--- src/rtl/lu_seq_ctrl.sv ---
// lu_seq_ctrl: bit-serial sequencer around a shared 1-bit logic unit.
// A request latches two WIDTH-bit operands and a function code, then walks
// the operands LSB first through the external 1-bit LU (lu_a/lu_b/lu_sel
// out, lu_s back in). It collects one result bit per cycle into a shadow
// register and publishes the full word to result only at completion.
// Function code 111 is rejected: it goes straight to DONE with err=1.
//
// Optional feature: define LU_SEQ_CTRL_PARITY_EN to add result_par, the
// XOR-reduction of the value loaded into result.
//
// Handshake: start is sampled on every rising edge but is acted on only
// in IDLE; while busy=1 it is ignored and never queued. done is a
// one-cycle pulse in the DONE state, and err is only ever high with done.
module lu_seq_ctrl #(
  parameter int WIDTH = 8
) (
  input  logic             clk,
  input  logic             rst_n,
  input  logic             start,
  input  logic [WIDTH-1:0] op_a,
  input  logic [WIDTH-1:0] op_b,
  input  logic [2:0]       op_sel,
  output logic             busy,
  output logic             done,
  output logic             err,
  output logic [WIDTH-1:0] result,
  output logic             lu_a,
  output logic             lu_b,
  output logic [2:0]       lu_sel,
  input  logic             lu_s,
`ifdef LU_SEQ_CTRL_PARITY_EN
  output logic             result_par,
`endif
  output logic [1:0]       dbg_state
);

  localparam int IW = (WIDTH > 2) ? $clog2(WIDTH) : 1;
  localparam logic [IW-1:0] IDX_LAST = IW'(WIDTH - 1);
  localparam logic [2:0]    SEL_INV  = 3'b111;

  typedef enum logic [1:0] {
    S_IDLE = 2'd0,
    S_RUN  = 2'd1,
    S_DONE = 2'd2
  } state_e;

  state_e           state_q, state_d;
  logic [IW-1:0]    idx_q, idx_d;
  logic [WIDTH-1:0] a_q, a_d;
  logic [WIDTH-1:0] b_q, b_d;
  logic [2:0]       sel_q, sel_d;
  logic [WIDTH-1:0] shadow_q, shadow_d;
  logic [WIDTH-1:0] result_q, result_d;
  logic             err_q, err_d;
`ifdef LU_SEQ_CTRL_PARITY_EN
  logic             par_q, par_d;
`endif

  // State register: reset returns to IDLE from anywhere, including mid-RUN.
  always_ff @(posedge clk or negedge rst_n) begin
    if (!rst_n) begin
      state_q <= S_IDLE;
    end else begin
      state_q <= state_d;
    end
  end

  // Next-state logic: IDLE -> RUN for valid codes, IDLE -> DONE for the
  // invalid code, RUN -> DONE after the last bit, DONE -> IDLE always.
  always_comb begin
    state_d = state_q;
    case (state_q)
      S_IDLE: begin
        if (start) begin
          if (op_sel == SEL_INV) begin
            state_d = S_DONE;
          end else begin
            state_d = S_RUN;
          end
        end
      end
      S_RUN: begin
        if (idx_q == IDX_LAST) begin
          state_d = S_DONE;
        end
      end
      S_DONE:  state_d = S_IDLE;
      default: state_d = S_IDLE;
    endcase
  end

  // Output logic: status from the state, LU drive only while in RUN.
  always_comb begin
    busy   = (state_q != S_IDLE);
    done   = (state_q == S_DONE);
    err    = (state_q == S_DONE) && err_q;
    result = result_q;
    lu_a   = 1'b0;
    lu_b   = 1'b0;
    lu_sel = 3'b000;
    if (state_q == S_RUN) begin
      lu_a   = a_q[idx_q];
      lu_b   = b_q[idx_q];
      lu_sel = sel_q;
    end
  end

  assign dbg_state = state_q;

  // Datapath next values: latch on accepted start, capture one LU bit per
  // RUN cycle, and publish the completed shadow word on the last bit.
  always_comb begin
    idx_d    = idx_q;
    a_d      = a_q;
    b_d      = b_q;
    sel_d    = sel_q;
    shadow_d = shadow_q;
    result_d = result_q;
    err_d    = err_q;
`ifdef LU_SEQ_CTRL_PARITY_EN
    par_d    = par_q;
`endif
    case (state_q)
      S_IDLE: begin
        if (start) begin
          if (op_sel == SEL_INV) begin
            // Rejected request: flag it, keep operands and result as they are.
            err_d = 1'b1;
          end else begin
            a_d   = op_a;
            b_d   = op_b;
            sel_d = op_sel;
            idx_d = '0;
            err_d = 1'b0;
          end
        end
      end
      S_RUN: begin
        shadow_d[idx_q] = lu_s;
        if (idx_q == IDX_LAST) begin
          // shadow_d already holds the final bit, so result never sees a
          // partially assembled word.
          idx_d    = '0;
          result_d = shadow_d;
`ifdef LU_SEQ_CTRL_PARITY_EN
          par_d    = ^shadow_d;
`endif
        end else begin
          idx_d = idx_q + 1'b1;
        end
      end
      default: begin
      end
    endcase
  end

  // Datapath registers: everything clears asynchronously with rst_n.
  always_ff @(posedge clk or negedge rst_n) begin
    if (!rst_n) begin
      idx_q    <= '0;
      a_q      <= '0;
      b_q      <= '0;
      sel_q    <= 3'b000;
      shadow_q <= '0;
      result_q <= '0;
      err_q    <= 1'b0;
`ifdef LU_SEQ_CTRL_PARITY_EN
      par_q    <= 1'b0;
`endif
    end else begin
      idx_q    <= idx_d;
      a_q      <= a_d;
      b_q      <= b_d;
      sel_q    <= sel_d;
      shadow_q <= shadow_d;
      result_q <= result_d;
      err_q    <= err_d;
`ifdef LU_SEQ_CTRL_PARITY_EN
      par_q    <= par_d;
`endif
    end
  end

`ifdef LU_SEQ_CTRL_PARITY_EN
  assign result_par = par_q;
`endif

endmodule

--- config.mk ---
export PLATFORM = sky130hd
export DESIGN_NAME = lu_seq_ctrl
export DESIGN_NICKNAME = d
export VERILOG_FILES = /design/src/rtl/lu_seq_ctrl.sv
export SDC_FILE = /design/constraint.sdc
export NUM_CORES = 1
export LEC_CHECK = 0
export CAP_MARGIN = 40
export CORE_MARGIN = 2
export CORE_UTILIZATION = 30
export CTS_CLUSTER_SIZE = 10
export DETAILED_ROUTE_END_ITERATION = 12
export GPL_TIMING_DRIVEN = 0
export PLACE_DENSITY_LB_ADDON = 0.15
export SYNTH_ARGS = -nofsm -noshare
export SYNTH_HDL_FRONTEND = slang
export SYNTH_SLANG_ARGS = --single-unit
--- constraint.sdc ---
create_clock -name clk -period 1.46 [get_ports clk]
set_clock_uncertainty 0.05 [all_clocks]
set_input_delay 0.219 -clock clk [delete_from_list [all_inputs] [get_ports clk]]
set_output_delay 0.219 -clock clk [all_outputs]
set_load 0.02 [all_outputs]
After elaboration in Yosys (flattened, before gate mapping)
Index checks and enable logic that the tools add are counted.
Widths: inputs -> output; s select.
- register bits after elaboration: 41
- bits of input ports: 23
- output and inout port bits: 18
- logic and storage cells: 48
- $add $sub $neg: 1
- magnitude comparators: 2
- equality and inequality tests: 7
- muxes and demuxes: 19
- bitwise logic cells: 1
- reduce and logical (&&, ||, !) cells: 10
- operators with widths (cell ; count):
    $mux 3 ; 4
    $bwmux 8 ; 1
    $bmux 1 s3 ; 2
    $eq 3x3->1 const B ; 2
    $mux 1 ; 6
    $mux 2 ; 3
    $pmux 3 s2 ; 1
    $reduce_and 2->1 ; 3
    $reduce_and 3->1 ; 2
    $lt 3x4->1 const B ; 1
    $ne 2x2->1 const B ; 2
    $pmux 2 s2 ; 1
    $reduce_bool 2->1 ; 2
    $add 3x1->3 const B ; 1
    $demux 1 s3 ; 1
    $ge 3x1->1 const B ; 1
    $eq 2x1->1 const B ; 1
    $eq 2x2->1 const B ; 1
    $logic_and 1x1->1 ; 2
    $logic_not 2->1 ; 1
    $ne 2x1->1 const B ; 1
    $not 1->1 ; 1

Longest topological paths before layout
- word-level depth: 5
- depth in mapped cells: 6
- gate-level depth less buffers: 5

Worst setup path before layout
No wires, ideal clock.
- path type: register -> output
- from: register idx_q[0]
- to: output lu_a
- arrival time: 1.335 ns
- data required time: 1.191 ns
- path slack: -0.144 ns
- cell stages (with the launch flop): 5
- buffers on the path: 1
- cell sequence: dfrtp_1 > buf_2 > inv_1 > o32a_1 > a31oi_1
- longest elaborated chain between the ends: 3
- RTL lines (element ; line ; text):
    from (decl) ; 48 ; logic [IW-1:0] idx_q, idx_d;
    from (signal assigned) ; 171 ; idx_q <= idx_d;
    $bmux 1 s3 ; 102 ; lu_a = a_q[idx_q];
    $mux 1 (not written as such) ; 102 ;
    $mux 1 ; 101 ; if (state_q == S_RUN) begin
    to (decl) ; 27 ; output logic lu_a,
Every way passes these cells. The select of a mux whose other input is x is not followed.

Worst setup path in the final report
- from: register idx_q[1]
- to: output lu_a
The elaborated chain is that of the path after synthesis.

==> impl_metrics.tcl <==
set metrics [dict create \
    outcome "finished, violations left" \
    violated_checks "negative setup slack" \
    cts-root-buf "sky130_fd_sc_hd__clkbuf_8" \
    max-clock-path-buffers 2 \
    timing.critical_path.cells "buf_6, mux2i_1, o32a_1, a31oi_4, buf_6" \
    clkTransAtPathRegs_ps 80 \
    netlist_area_um2 1956 \
    vias_per_cell 4.770 \
    crit_reg_reg_startpoint "dbg_state[1]" \
    antenna_found_initial 0 \
    main_combinational_cell_family_by_area_after_synthesis "multiplexers" \
    place_hpwl_mm 3.066 \
    nNetsFinal 273 \
    drt_wl_total_mm 5.074 \
    fmaxAchievable_mhz 523.4 \
    rsz_0062_raised_after_global_routing "yes" \
    worst_path_largest_cell_delay_ps 440 \
    groute.usage.overall_pct 14.27 \
    timing.critical_path.from_type "flip-flop" \
    layout.cells.most_common_list "sky130_fd_sc_hd__dfrtp_1, sky130_fd_sc_hd__buf_6, sky130_fd_sc_hd__clkdlybuf4s50_1" \
    cp.required_ps 1190 \
    postSynthRegisterBits 41 \
    place.gp.congestion 0.7563 \
    drt-pass1-iter-count 4 \
    placement.setup.worst_slack_ps -704.5 \
    critical_path.max_fanout 5 \
    boundaryPins 41 \
    dr_total_vias 1555 \
    wl_per_cell_um 15.56 \
    multiInputGateArea_um2 1162 \
    core_area_um2 6314 \
    setup_slack_ps -450.7 \
    timing.critical_path.to_type "output pin" \
    register_area_um2 1030 \
    path_class "flip-flop to output pin" \
    synth_xor_xnor_area_share_pct 0 \
    post-route-min-period_ps 1911 \
    final-setup-viol-count 44 \
    fin_tns_setup_ps -5634 \
    drive_gt1_share_pct 51.81 \
    floorplan.die.height_um 84.74 \
    antenna_cells_inserted 0 \
    r2r-end "b_q[5]" \
    share_of_the_core_filled_with_cells_in_the_final_layout_pct 50.67 \
    grt_max_degree 35 \
    synth_area_per_cell_um2 11.50 \
    post-route-period-util_pct 130.9 \
    ir_drop_mv 0.9721 \
    number_of_cells_traversed_by_the_worst_register_to_register_path 6 \
    timing_max_transition_violations_final 0 \
    worstSkewPairLatency_ps 290 \
    initial_core_util_pct 30.98 \
    max_cap_viol_count 0 \
    final_common_cell "sky130_fd_sc_hd__dfrtp_1" \
    synth_sequential_area_ratio_pct 52.46 \
    final_hold_viol_count 0 \
    tightest_slew_ps 400.6 \
    synth_fa_ha_area_share_pct 1.280 \
    die_area_um2 7181 \
    synthMuxAreaShare_pct 21.11 \
    slew_headroom_pct 73.29 \
    die-width_um 84.74 \
    drtAntennaViolNets 0 \
    clock-sinks 41 \
    power_density_nw_per_um2 2199 \
    drc_errors 0 \
    flow.area_growth_from_synthesis_pct 63.60 \
    std_cell_rows 29 \
    fraction_of_the_mapped_netlist_area_in_compound_gates_pct 8.125 \
    grt_first_pass_wirelength_mm 8.017 \
    postSynthCellCount 170 \
    final.hold.worst_slack_ps 255.4 \
    synthSimpleGateAreaFrac_pct 13.18 \
    critical_path.slowest_cell "sky130_fd_sc_hd__dfrtp_2" \
    first_global_vias 1590 \
    fill_cells 583 \
    tritoncts.num_buffers 5 \
    synth.net_count 195 \
    worstHoldPathType "input port to asynchronous set/reset pin" \
    worst_path_most_repeated_cell "sky130_fd_sc_hd__buf_6" \
    total_leakage_power_nw 1.441 \
    htree_num_levels 2 \
    synth_cell_types 33 \
    initialDrtViolationCount 54 \
    timing.critical_path.arrival_ps 1640 \
    port-buffer-count 40 \
    regToRegSetupSlack_ps -150 \
    ys_warn_count 0 \
    grt_overflow 0 \
    cts_tree "done" \
]
[flip-flops by register name, indices dropped and copies added (netlist names)]
signal / cells
a_q: 8
b_q: 8
result: 8
shadow_q: 8
idx_q: 3
sel_q: 3
dbg_state: 2
err_q: 1
[synthesized netlist by cell type]
library cell | instances | area, um^2
sky130_fd_sc_hd__buf_6 | 3 | 33.78
sky130_fd_sc_hd__and2_1 | 5 | 31.28
sky130_fd_sc_hd__o21ai_1 | 1 | 5.000
sky130_fd_sc_hd__nand2b_1 | 2 | 12.51
sky130_fd_sc_hd__nor2_1 | 8 | 30.03
sky130_fd_sc_hd__a21o_1 | 1 | 7.510
sky130_fd_sc_hd__a31oi_1 | 2 | 12.51
sky130_fd_sc_hd__buf_2 | 3 | 15.01
sky130_fd_sc_hd__o32a_1 | 1 | 10.01
sky130_fd_sc_hd__and3_4 | 1 | 11.26
sky130_fd_sc_hd__or2_2 | 1 | 6.260
sky130_fd_sc_hd__nand2_1 | 20 | 75.07
sky130_fd_sc_hd__buf_4 | 1 | 7.510
sky130_fd_sc_hd__nand3_1 | 4 | 20.02
sky130_fd_sc_hd__o22a_1 | 2 | 17.52
sky130_fd_sc_hd__ha_1 | 2 | 25.02
sky130_fd_sc_hd__mux2_2 | 26 | 292.8
sky130_fd_sc_hd__nor3_1 | 3 | 15.01
sky130_fd_sc_hd__nand2_2 | 1 | 6.260
sky130_fd_sc_hd__nand3b_1 | 1 | 7.510
sky130_fd_sc_hd__and2b_1 | 2 | 15.01
sky130_fd_sc_hd__nand4b_1 | 1 | 8.760
sky130_fd_sc_hd__a22o_1 | 2 | 17.52
sky130_fd_sc_hd__clkbuf_1 | 2 | 7.510
sky130_fd_sc_hd__a32oi_1 | 1 | 8.760
sky130_fd_sc_hd__inv_1 | 3 | 11.26
sky130_fd_sc_hd__a21oi_1 | 2 | 10.01
sky130_fd_sc_hd__dfrtp_1 | 41 | 1026
sky130_fd_sc_hd__nor2_2 | 1 | 6.260
sky130_fd_sc_hd__nor2b_1 | 2 | 12.51
sky130_fd_sc_hd__a2bb2o_1 | 1 | 10.01
sky130_fd_sc_hd__o21ai_0 | 12 | 60.06
sky130_fd_sc_hd__mux2i_1 | 12 | 120.1
[how the worst max path moves through the flow]
| stage | from | end | slack [ps] | cells after the start |
|---|---|---|---|---|
| after floorplan | dbg_state[1] | shadow_q[6] | -10 | 3 |
| after global placement | rst_n | dbg_state[0] | -1220 | 1 |
| after detailed placement | idx_q[1] | lu_b | -700 | 6 |
| after CTS | idx_q[1] | lu_a | -460 | 5 |
| after global routing | idx_q[1] | lu_a | -500 | 5 |
| final | idx_q[1] | lu_a | -450 | 5 |
[repair_timing]
item	4_1_cts	5_1_grt
gates resized for setup	110	67
pin swaps	6	16
setup endpoints to repair	48	50
gates cloned	3	0
hold endpoints to repair	7	0
hold buffers	1	0
setup buffers	16	12
[area by class of cell]
class | instances | share of cell area (%)
timing repair buffer | 71 | 22.29
buffer | 9 | 3.129
tap | 77 | 3.011
clock inverter | 3 | 0.5475
multi-input combinational | 117 | 36.33
inverter | 3 | 0.3520
clock buffer | 5 | 2.151
sequential | 41 | 32.19
[through the flow]
| stage | std cells | power [mW] | area [um^2] |
|---|---|---|---|
| 2_1_floorplan | 170 | 3.886 | 1976 |
| 3_3_place_gp | 287 | 4.839 | 2472 |
| 3_5_place_dp | 288 | 4.897 | 2487 |
| 4_1_cts | 316 | 6.315 | 2918 |
| 5_1_grt | 326 | 7.473 | 3199 |
| 6_report | 326 | 7.035 | 3199 |
[per-layer routing]
metal  track usage [%]  up-vias  wire length (um)
met5                 0        -                 0
met1             19.03      757              2355
met4             3.175        0                31
li1                  -      761                 -
met2             23.91       32              2509
met3             3.048        5               176
[power by group]
part	internal [mW]	total [mW]	leakage, nW	switching (mW)
Sequential	1.71	2.10	0.484	0.383
Combinational	2.33	4.19	0.913	1.87
Clock	0.330	0.743	0.0439	0.413
[cell families after synthesis]
family                     Yosys count
AOI/OAI and AO/OA                   25
buffers and inverters               12
adders and majority gates            2
muxes                               38
and+or+nand+nor                     52
DFF                                 41
[critical path, delay by kind of cell, from the launching register on]
kind / cells / cell delay [ps]
AOI/OAI and AO/OA: 2 / 480
buffers and inverters: 2 / 290
DFF: 1 / 440
muxes: 1 / 130
(Power assumes the default switching activity.)
